[src/rtl/rr_merge_ctrl_pkg.sv]
// Shared types and helpers for the round-robin merge controller.
package rr_merge_ctrl_pkg;

  typedef enum logic {OPEN, LOCKED} merge_state_t;

  // Source index width; a single source still needs one bit of index.
  function automatic int merge_iw(input int n);
    return (n > 1) ? $clog2(n) : 1;
  endfunction

endpackage

[src/rtl/rr_merge_ctrl_if.sv]
// Source/destination handshake bundle of the merge controller.
interface rr_merge_ctrl_if import rr_merge_ctrl_pkg::*; #(
  parameter int N = 4
) ();
  localparam int IW = merge_iw(N);

  logic [N-1:0]  src_rdys;
  logic [N-1:0]  src_acks;
  logic [N-1:0]  src_lasts;
  logic          dst_rdy;
  logic          dst_ack;
  logic          o_load;
  logic [N-1:0]  o_sel;
  logic [IW-1:0] o_src_id;

  modport master (
    input  src_rdys, src_lasts, dst_ack,
    output src_acks, dst_rdy, o_load, o_sel, o_src_id
  );

  modport slave (
    output src_rdys, src_lasts, dst_ack,
    input  src_acks, dst_rdy, o_load, o_sel, o_src_id
  );
endinterface

[src/rtl/rr_merge_ctrl_pick.sv]
// Round-robin picker: first set request scanning from ptr upward with wrap.
module rr_pick #(
  parameter int N  = 4,
  parameter int IW = 2
) (
  input  logic [N-1:0]  req,
  input  logic [IW-1:0] ptr,
  output logic [N-1:0]  gnt,
  output logic [IW-1:0] gnt_idx,
  output logic          any
);
  localparam int SW = IW + 1;

  logic [2*N-1:0] dbl;
  logic [N-1:0]   rot;
  logic [SW-1:0]  off;
  logic [SW-1:0]  sum;

  always_comb begin
    // Rotating the doubled vector puts ptr at bit 0, so a plain LSB-first
    // priority encode yields the distance from ptr to the winner.
    dbl = {req, req} >> ptr;
    rot = dbl[N-1:0];
    off = '0;
    any = 1'b0;
    for (int i = N - 1; i >= 0; i--) begin
      if (rot[i]) begin
        off = SW'(i);
        any = 1'b1;
      end
    end
    sum = off + {1'b0, ptr};
    if (sum >= SW'(N)) sum = sum - SW'(N);
    gnt_idx = sum[IW-1:0];
    gnt     = any ? (N'(1) << gnt_idx) : '0;
  end
endmodule

[src/rtl/rr_merge_ctrl.sv]
// N-to-1 rdy/ack merge: round-robin arbitration into one registered output
// slot, with optional burst lock keeping a source's packet contiguous.
module rr_merge_ctrl import rr_merge_ctrl_pkg::*; #(
  parameter int N    = 4,
  parameter bit LOCK = 1'b1
) (
  input  logic          i_clk,
  input  logic          i_rst,
  rr_merge_ctrl_if.master bus
);
  localparam int IW = merge_iw(N);

  logic [IW-1:0] ptr;
  merge_state_t  state;
  logic          dst_rdy_q;
  logic [IW-1:0] src_id_q;

  logic [N-1:0]  elig;
  logic [N-1:0]  req;
  logic [N-1:0]  gnt;
  logic [IW-1:0] gidx;
  logic          any;
  logic          free;
  logic          accept;
  logic          last_g;

  // Once locked only the owning source can win, so the scan start is its index.
  assign elig   = (state == LOCKED) ? (N'(1) << ptr) : '1;
  assign req    = elig & bus.src_rdys;
  assign free   = !dst_rdy_q || bus.dst_ack;
  assign accept = !i_rst && free && any;
  assign last_g = |(bus.src_lasts & gnt);

  rr_pick #(.N(N), .IW(IW)) u_pick (
    .req     (req),
    .ptr     (ptr),
    .gnt     (gnt),
    .gnt_idx (gidx),
    .any     (any)
  );

  assign bus.src_acks = accept ? gnt : '0;
  assign bus.o_sel    = accept ? gnt : '0;
  assign bus.o_load   = accept;
  assign bus.dst_rdy  = dst_rdy_q;
  assign bus.o_src_id = src_id_q;

  always_ff @(posedge i_clk) begin
    if (i_rst) begin
      dst_rdy_q <= 1'b0;
      src_id_q  <= '0;
      ptr       <= '0;
      state     <= OPEN;
    end else begin
      dst_rdy_q <= accept || (dst_rdy_q && !bus.dst_ack);
      if (accept) begin
        src_id_q <= gidx;
        if (!LOCK || last_g) begin
          ptr   <= (gidx == IW'(N - 1)) ? '0 : gidx + 1'b1;
          state <= OPEN;
        end else begin
          ptr   <= gidx;
          state <= LOCKED;
        end
      end
    end
  end
endmodule
[src/flat_wrapper.sv]
// flat-port wrapper written by rule: the top's interface ports become plain ports
module rr_merge_ctrl_flat import rr_merge_ctrl_pkg::*;
#(
  parameter int N    = 4,
  parameter bit LOCK = 1'b1
)
  (i_clk, i_rst, bus_src_rdys, bus_src_lasts, bus_dst_ack, bus_src_acks, bus_dst_rdy, bus_o_load, bus_o_sel, bus_o_src_id);
  rr_merge_ctrl_if #(.N(N)) bus_i ();
  input  logic i_clk;
  input  logic i_rst;
  input wire logic [$bits(bus_i.src_rdys)-1:0] bus_src_rdys;
  input wire logic [$bits(bus_i.src_lasts)-1:0] bus_src_lasts;
  input wire logic [$bits(bus_i.dst_ack)-1:0] bus_dst_ack;
  output wire logic [$bits(bus_i.src_acks)-1:0] bus_src_acks;
  output wire logic [$bits(bus_i.dst_rdy)-1:0] bus_dst_rdy;
  output wire logic [$bits(bus_i.o_load)-1:0] bus_o_load;
  output wire logic [$bits(bus_i.o_sel)-1:0] bus_o_sel;
  output wire logic [$bits(bus_i.o_src_id)-1:0] bus_o_src_id;
  assign bus_i.src_rdys = bus_src_rdys;
  assign bus_i.src_lasts = bus_src_lasts;
  assign bus_i.dst_ack = bus_dst_ack;
  assign bus_src_acks = bus_i.src_acks;
  assign bus_dst_rdy = bus_i.dst_rdy;
  assign bus_o_load = bus_i.o_load;
  assign bus_o_sel = bus_i.o_sel;
  assign bus_o_src_id = bus_i.o_src_id;
  rr_merge_ctrl #(.N(N), .LOCK(LOCK)) u_core (.i_clk(i_clk), .i_rst(i_rst), .bus(bus_i));
endmodule
[config.mk]
export PLATFORM = sky130hd
export DESIGN_NAME = rr_merge_ctrl_flat
export DESIGN_NICKNAME = d
export VERILOG_FILES = /design/src/rtl/rr_merge_ctrl_pkg.sv /design/src/rtl/rr_merge_ctrl_if.sv /design/src/rtl/rr_merge_ctrl_pick.sv /design/src/rtl/rr_merge_ctrl.sv /design/src/flat_wrapper.sv
export SDC_FILE = /design/constraint.sdc
export NUM_CORES = 1
export LEC_CHECK = 0
export BUFFER_PORTS_ARGS = -buffer_cell sky130_fd_sc_hd__buf_2
export CAP_MARGIN = 20
export CORE_MARGIN = 4
export CORE_UTILIZATION = 48
export CTS_CLUSTER_DIAMETER = 150
export CTS_CLUSTER_SIZE = 40
export DETAILED_ROUTE_END_ITERATION = 16
export PLACE_DENSITY = 0.86
export SYNTH_ARGS = -nofsm -noshare
export SYNTH_HDL_FRONTEND = slang
export SYNTH_HIERARCHICAL = 1
export SYNTH_SLANG_ARGS = --single-unit
[constraint.sdc]
create_clock -name i_clk -period 3.79 [get_ports i_clk]
set_input_delay 0.379 -clock i_clk [delete_from_list [all_inputs] [get_ports i_clk]]
set_output_delay 0.379 -clock i_clk [all_outputs]
set_load 0.01 [all_outputs]
Word-level counts from Yosys, hierarchy flattened
Index checks and enable logic that the tools add are counted.

operators by class
  $add $sub $neg = 3
  $lt $le $gt $ge = 1
  equal/unequal tests = 1
  shift-type cells = 3
  mux-type cells = 15
  bitwise logic cells = 2
  reductions and logical operators = 9

operators with widths
  kind                                                                 count
  4-bit two-way mux                                                    3
  3-bit two-way mux                                                    3
  4-bit AND                                                            2
  2-bit two-way mux                                                    4
  1-bit by 2-bit left shift with 4-bit output (first input constant)   2
  8-bit by 2-bit right shift with 4-bit output                         1
  1-bit two-way mux                                                    5
  4-bit OR reduction                                                   1
  3-bit by 2-bit adder with 3-bit output                               1
  3-bit >= comparator (second input constant)                          1
  1-bit logical AND                                                    3
  1-bit zero test                                                      3
  2-bit by 1-bit adder with 2-bit output (second input constant)       1
  2-bit equality test (second input constant)                          1
  1-bit logical OR                                                     2
  2-bit by 1-bit subtractor with 2-bit output (second input constant)  1

word-level totals
  register bits = 6
  input bits = 11
  output and inout port bits = 12
  word-level logic and storage cells = 38

Depth between registers and ports, before layout
  word-level depth = 16
  mapped depth = 14
  depth with buffers taken out = 14

Modules after synthesis
Netlist, hierarchy kept.

by module, submodules not included
  module         instances  cells each  area each (um^2)  seq. area each (um^2)
  rr_merge_ctrl  1          49          394.1             120.1
  rr_pick        1          38          270.3             0.0

Worst setup path before layout
Ideal clock, no wire load.

  path type = reg-to-output
  from = reg u_core.ptr[1]
  to = out bus_src_acks[3]
  arrival = 2486 ps
  data required time = 3411 ps
  setup slack = 925 ps
  stages on the path, launching flop included = 12
  buffers on the path = 1
  cells stage by stage = dfxtp_1 nand2b_1 a21boi_0 nor2b_1 a221oi_1 o21ai_0 ha_1 nor2b_1 nand2_1 mux2i_1 and2_1 buf_4

on the way
  cells in the longest elaborated chain, start to end = 14

ends and longest elaborated chain
  what                                                                                RTL line                  text
  start, declared                                                                     rr_merge_ctrl.sv:13       logic [IW-1:0] ptr;
  start signal, assigned                                                              rr_merge_ctrl.sv:59       ptr <= (gidx == IW'(N - 1)) ? '0 : gidx + 1'b1;
  start signal, assigned                                                              rr_merge_ctrl.sv:62       ptr <= gidx;
  1-bit by 2-bit left shift with 4-bit output *                                       rr_merge_ctrl.sv:28       assign elig = (state == LOCKED) ? (N'(1) << ptr) : '1;
  4-bit two-way mux *                                                                 rr_merge_ctrl.sv:28
  4-bit AND *                                                                         rr_merge_ctrl.sv:29       assign req = elig & bus.src_rdys;
  net u_core.req[1]                                                                   rr_merge_ctrl.sv:19       logic [N-1:0] req;
  8-bit by 2-bit right shift with 4-bit output *                                      rr_merge_ctrl_pick.sv:22  dbl = {req, req} >> ptr;
  2-bit two-way mux                                                                   rr_merge_ctrl_pick.sv:27  if (rot[i]) begin
  3-bit two-way mux (2 in series)                                                     rr_merge_ctrl_pick.sv:27
  3-bit two-way mux *                                                                 rr_merge_ctrl_pick.sv:27
  3-bit by 2-bit adder with 3-bit output *                                            rr_merge_ctrl_pick.sv:32  sum = off + {1'b0, ptr};
  3-bit >= comparator or 2-bit by 1-bit subtractor with 2-bit output (tied branches)  rr_merge_ctrl_pick.sv:33  if (sum >= SW'(N)) sum = sum - SW'(N);
  2-bit two-way mux *                                                                 rr_merge_ctrl_pick.sv:33
  net u_core.gidx[0]                                                                  rr_merge_ctrl.sv:21       logic [IW-1:0] gidx;
  1-bit by 2-bit left shift with 4-bit output *                                       rr_merge_ctrl_pick.sv:35  gnt = any ? (N'(1) << gnt_idx) : '0;
  4-bit two-way mux *                                                                 rr_merge_ctrl_pick.sv:35
  net u_core.gnt[3]                                                                   rr_merge_ctrl.sv:20       logic [N-1:0] gnt;
  4-bit two-way mux *                                                                 -
  end, declared                                                                       flat_wrapper.sv:14        output wire logic [$bits(bus_i.src_acks)-1:0] bus_src_acks;

The timed path passes the listed nets; every way through them passes the cells marked *.

Worst setup path in the final report
  from = reg u_core.ptr[0]
  to = out bus_src_acks[3]

on the way
  cells in the longest elaborated chain, start to end = 14

ends and longest elaborated chain
  what                                                                                RTL line                  text
  1-bit by 2-bit left shift with 4-bit output *                                       rr_merge_ctrl.sv:28
  4-bit two-way mux *                                                                 rr_merge_ctrl.sv:28
  4-bit AND *                                                                         rr_merge_ctrl.sv:29
  net u_core.req[2]                                                                   rr_merge_ctrl.sv:19
  8-bit by 2-bit right shift with 4-bit output *                                      rr_merge_ctrl_pick.sv:22
  2-bit two-way mux                                                                   rr_merge_ctrl_pick.sv:27
  3-bit two-way mux (2 in series)                                                     rr_merge_ctrl_pick.sv:27
  3-bit two-way mux *                                                                 rr_merge_ctrl_pick.sv:27
  3-bit by 2-bit adder with 3-bit output *                                            rr_merge_ctrl_pick.sv:32
  3-bit >= comparator or 2-bit by 1-bit subtractor with 2-bit output (tied branches)  rr_merge_ctrl_pick.sv:33
  2-bit two-way mux *                                                                 rr_merge_ctrl_pick.sv:33
  net u_core.gidx[0]                                                                  rr_merge_ctrl.sv:21
  1-bit by 2-bit left shift with 4-bit output *                                       rr_merge_ctrl_pick.sv:35
  4-bit two-way mux *                                                                 rr_merge_ctrl_pick.sv:35
  net u_core.gnt[3]                                                                   rr_merge_ctrl.sv:20
  4-bit two-way mux *                                                                 rr_merge_ctrl.sv:42       assign bus.src_acks = accept ? gnt : '0;

Marked as above.

==> results.md <==
- The flow ran to the end, and the final reports show no timing, DRC or antenna violations.
- Traced cell by cell, the critical path runs through nand2b_1 -> a21boi_1 -> buf_4 -> nor3_1 -> a311oi_1 -> o21ai_0 -> ha_1 -> nor2b_1 -> nand2_1 -> mux2i_1 -> and2_1 -> buf_2.
- The power density over the cells is 936 nW/µm².
- Setup repair after global routing left no endpoint under its margin.
- The endpoint kind of the worst setup timing path is an output port.
- For the worst setup path, the data required time is 3410 ps.
- The number of top-level pins is 23.
- The post-cts gate resize count is 0.
- The clock share of power is 7.7%.
- The setup path with the least slack is of type reg -> out.
- The slew at the pin closest to its max-slew limit is 515 ps.
- Global routing used 14.9% of the available tracks.
- The reported net switching power is 354 µW.
- The net switching share of the total power is 49.4%.
- For this run the aggregate overflow at the end of global routing stands at 0.
- The number of nets in the final layout is 121.
- After Yosys synthesis, XOR and XNOR cells account for 3.95% of the synthesized area.
- Summing the sequential cell areas from Yosys gives 18.1% of the chip area.
- The initial cell density of the core is 51.1%.
- The biggest cell delay along the critical path is 440 ps.
- The global placer's final weighted congestion is 0.839.
- The kind of cell with the highest combined delay on the critical path is compound AO/OA/AOI/OAI gates.
- In this run the static leakage power is 0.372 nW.
- The critical-path cell with the highest stage delay is sky130_fd_sc_hd__dfxtp_1.
- The maximum clock skew at final layout is 1.17 ps.
- The post-synth net total is 100.
- Data arrives at the worst endpoint at 3050 ps.
- The complex-gate fraction of the synthesized area is 23.9%.
- The die covers 2040 µm².
- The most frequently used flop master after synthesis is sky130_fd_sc_hd__dfxtp_1.
- The area growth from synthesis to layout is 15.3%.
- After synthesis the netlist holds a flip-flop and latch count of 6.
- After clock tree synthesis, the clock-pin slew on the worst setup and hold paths is 40 ps.
- The area of the mapped netlist is 664 µm².
- Once the clock tree was built, the setup fixing pass inserted 0 buffers.
- The detailed-placement wirelength estimate is 1180 µm.
- The worst-path maximum fanout is 15.
- The number of flops mapped to enable cells by yosys is 0.
- The class of the worst hold path is in -> reg.
- The number of hold buffers added after CTS was 0.
- The achievable frequency is 0.292 GHz.
- The worst-case setup slack after placement is 404 ps.
- Registers are responsible for 17.8% of the overall power.
- Synthesis produced 87 cells.
- After detailed routing, the number of vias per cell comes to 5.51.
- The post-synthesis adder-cell area fraction is 3.77%.
- The worst relative slew slack is 65.3%.
- In the post-route analysis, the smallest setup slack over all paths is 360 ps.
- The count of antenna diodes in the layout is 0.
- The clock net in this run drives a total of 6 sinks.
- The worst hold path depth is 2.
- The number of failing hold endpoints at the final stage is 0.
- Multiplexer cells account for 10.5% of the synthesized area.
- After floorplanning, the core was divided into 13 placement rows.
- The cell depth of the worst flop-to-flop path is 14.
- The max-cap violation count is 0.
- The buffer cell driving the clock tree root is sky130_fd_sc_hd__clkbuf_4.
- The clock period could shrink to 3430 ps.
- The vertical die dimension is 45.2 µm.
- After detailed routing, the total wire length is 1460 µm.
- Combinational logic is responsible for 74.4% of the overall power.
- The CTS buffer count is 3.
- The first detailed-routing pass took 4 iterations.
- The post-synthesis simple-gate area fraction is 28.8%.
- The final number of setup-violating endpoints is 0.
- The floorplan step defined a core boundary enclosing 1300 µm².
- Entering global routing, the biggest net connects 16 pins.
- The number of nets with antenna violations after routing is 0.
- The number of warning messages in the yosys log is 6.
- By area, the combinational part of the netlist is dominated by simple AND/OR/NAND/NOR gates.
- The number of DRC markers after the initial detailed-route iteration is 15.
- The later pin in the worst-skew pair is clocked with a latency of 240 ps.
- The number of antenna violations at the first check in global routing is 0.
- The first-pass GRT wire length is 2280 µm.
- No sink is reached through more buffers than the 2 on the longest clock path.
- The internal power component is 363 µW.
- The post-route netlist has 28.3% of its cells at a drive strength greater than 1.
- The startpoint type of the worst setup path is a flip-flop.
- After synthesis, the mean cell area works out to 7.64 µm².
- After detailed routing, the number of remaining DRC violations is 0.
- The maximum ir drop on the vdd rail is 0.641 mV.
- Port buffering added 22 buffers.
- After routing, the total negative slack on setup checks comes to 0 ps.
- CTS built an H-tree with a depth of 1.
- The routed length per instance is 12.1 µm.
- The depth of the critical timing path with buffers and inverters included is 12.
- The number of global-route vias before repair is 566.
- TritonCTS built the clock tree.
- Of the available clock period, the critical path in the final layout requires 90.5%.
- The async set-reset flop share out of synthesis is 0%.
- The overall via count from detail_route is 667.
- The floorplan step set the die width to 45.2 µm.
- Together, buffers and inverters on the worst path number 2.
- The number of pins exceeding their max-slew limit in the final report is 0.
- After synthesis, the netlist uses 32 different library cells.
## Yosys cell counts, types with 2 or more instances
cell type | number | share of area (%)
sky130_fd_sc_hd__mux2i_1 | 7 | 11
sky130_fd_sc_hd__buf_6 | 2 | 3.4
sky130_fd_sc_hd__a21oi_1 | 5 | 3.8
sky130_fd_sc_hd__nand2b_1 | 4 | 3.8
sky130_fd_sc_hd__a21boi_0 | 3 | 3.4
sky130_fd_sc_hd__a211oi_1 | 2 | 2.3
sky130_fd_sc_hd__and2_1 | 5 | 4.7
sky130_fd_sc_hd__o21ai_0 | 2 | 1.5
sky130_fd_sc_hd__nor2b_1 | 2 | 1.9
sky130_fd_sc_hd__nand2_1 | 11 | 6.2
sky130_fd_sc_hd__buf_4 | 4 | 4.5
sky130_fd_sc_hd__dfxtp_1 | 6 | 18
sky130_fd_sc_hd__ha_1 | 2 | 3.8
sky130_fd_sc_hd__a22oi_1 | 2 | 2.3
sky130_fd_sc_hd__xnor2_1 | 2 | 2.6
sky130_fd_sc_hd__nor2_1 | 8 | 4.5
sky130_fd_sc_hd__nor4_1 | 2 | 1.9
sky130_fd_sc_hd__inv_1 | 4 | 2.3
## cell type report
type | instances | area (µm²)
Sequential cell | 6 | 120
Inverter | 4 | 15.0
Multi-Input combinational cell | 70 | 472
Tap cell | 15 | 18.8
Timing Repair Buffer | 23 | 118
Clock buffer | 3 | 22.5
Fill cell | 119 | 536
## sequential cells by signal, indices dropped and copies added, names as in the netlist
| register | flops |
|---|---|
| u_core/bus.dst_rdy | 1 |
| u_core/bus.o_src_id | 2 |
| u_core/ptr | 2 |
| u_core/state | 1 |
## cells by family (layout without fill, tap and decap cells)
logic type               count (synthesis)  in the layout
AND/OR/NAND/NOR                         37             37
AO/OA/AOI/OAI                           21             21
buffers and inverters                   11             30
multiplexers                             7              7
flip-flops                               6              6
XOR/XNOR                                 3              3
adder cells (fa/ha/maj)                  2              2
## worst paths after layout
check | startpoint | endpoint | slack (ps)
max | u_core/ptr[0] | bus_src_acks[3] | 360
min | i_rst | u_core/state | 400
max reg2reg | u_core/ptr[0] | u_core/ptr[1] | 540
min reg2reg | u_core/bus.o_src_id[1] | u_core/bus.o_src_id[1] | 460
## metrics by stage
step,total power [mW],hold WS (ps),cell area [µm²],std cells,utilization (%)
2_1_floorplan,0.563,448,664,87,-
3_3_place_gp,0.631,441,743,118,57.1
3_5_place_dp,0.658,455,743,118,57.1
4_1_cts,0.719,393,766,121,58.8
5_1_grt,0.782,410,766,121,58.8
6_report,0.717,404,766,121,58.8
## power groups by stage
| stage | combinational [mW] | sequential (mW) | clock (mW) |
|---|---|---|---|
| 3_5_place_dp | 0.531 | 0.127 | 0 |
| 2_1_floorplan | 0.442 | 0.121 | 0 |
| 3_3_place_gp | 0.506 | 0.125 | 0 |
| 5_1_grt | 0.587 | 0.133 | 0.0623 |
| 6_report | 0.533 | 0.128 | 0.0554 |
| 4_1_cts | 0.534 | 0.127 | 0.0587 |
## worst reg2reg max path, cell delays in order (launching register included)
cell and delay, ps:
sky130_fd_sc_hd__dfxtp_1 590, sky130_fd_sc_hd__nand2_1 80, sky130_fd_sc_hd__a21boi_0 440, sky130_fd_sc_hd__inv_1 130
sky130_fd_sc_hd__nor3_1 210, sky130_fd_sc_hd__a311oi_1 70, sky130_fd_sc_hd__o21ai_0 190, sky130_fd_sc_hd__ha_1 320
sky130_fd_sc_hd__nor2b_1 170, sky130_fd_sc_hd__nand2_1 110, sky130_fd_sc_hd__mux2i_1 90, sky130_fd_sc_hd__a22oi_1 250
sky130_fd_sc_hd__nand2_2 120, sky130_fd_sc_hd__mux2i_1 140, sky130_fd_sc_hd__a211oi_1 250
## cell usage in the layout (no fill, tap or decap), types with 2 or more instances in the layout
cell type and instances:
sky130_fd_sc_hd__inv_1 4, sky130_fd_sc_hd__a22oi_1 2, sky130_fd_sc_hd__mux2i_1 7, sky130_fd_sc_hd__xnor2_1 2, sky130_fd_sc_hd__ha_1 2, sky130_fd_sc_hd__a211oi_1 2, sky130_fd_sc_hd__nor2_1 8, sky130_fd_sc_hd__buf_2 22
sky130_fd_sc_hd__nor4_1 2, sky130_fd_sc_hd__nor2b_1 2, sky130_fd_sc_hd__a21oi_1 5, sky130_fd_sc_hd__a21boi_1 2, sky130_fd_sc_hd__nand2_1 11, sky130_fd_sc_hd__clkbuf_4 3, sky130_fd_sc_hd__and2_1 5, sky130_fd_sc_hd__nand2b_1 4
sky130_fd_sc_hd__o21ai_0 2, sky130_fd_sc_hd__dfxtp_1 6
## metal layers
| metal | vias to the layer above | global-route usage [%] | wire [µm] |
|---|---|---|---|
| li1 | 347 | - | - |
| met1 | 306 | 15.5 | 605 |
| met2 | 12 | 29.1 | 805 |
| met3 | 2 | 2.39 | 47 |
| met4 | 0 | 5.26 | 2 |
| met5 | - | 0 | 0 |
Note: power is estimated with default switching activity, not from simulation.
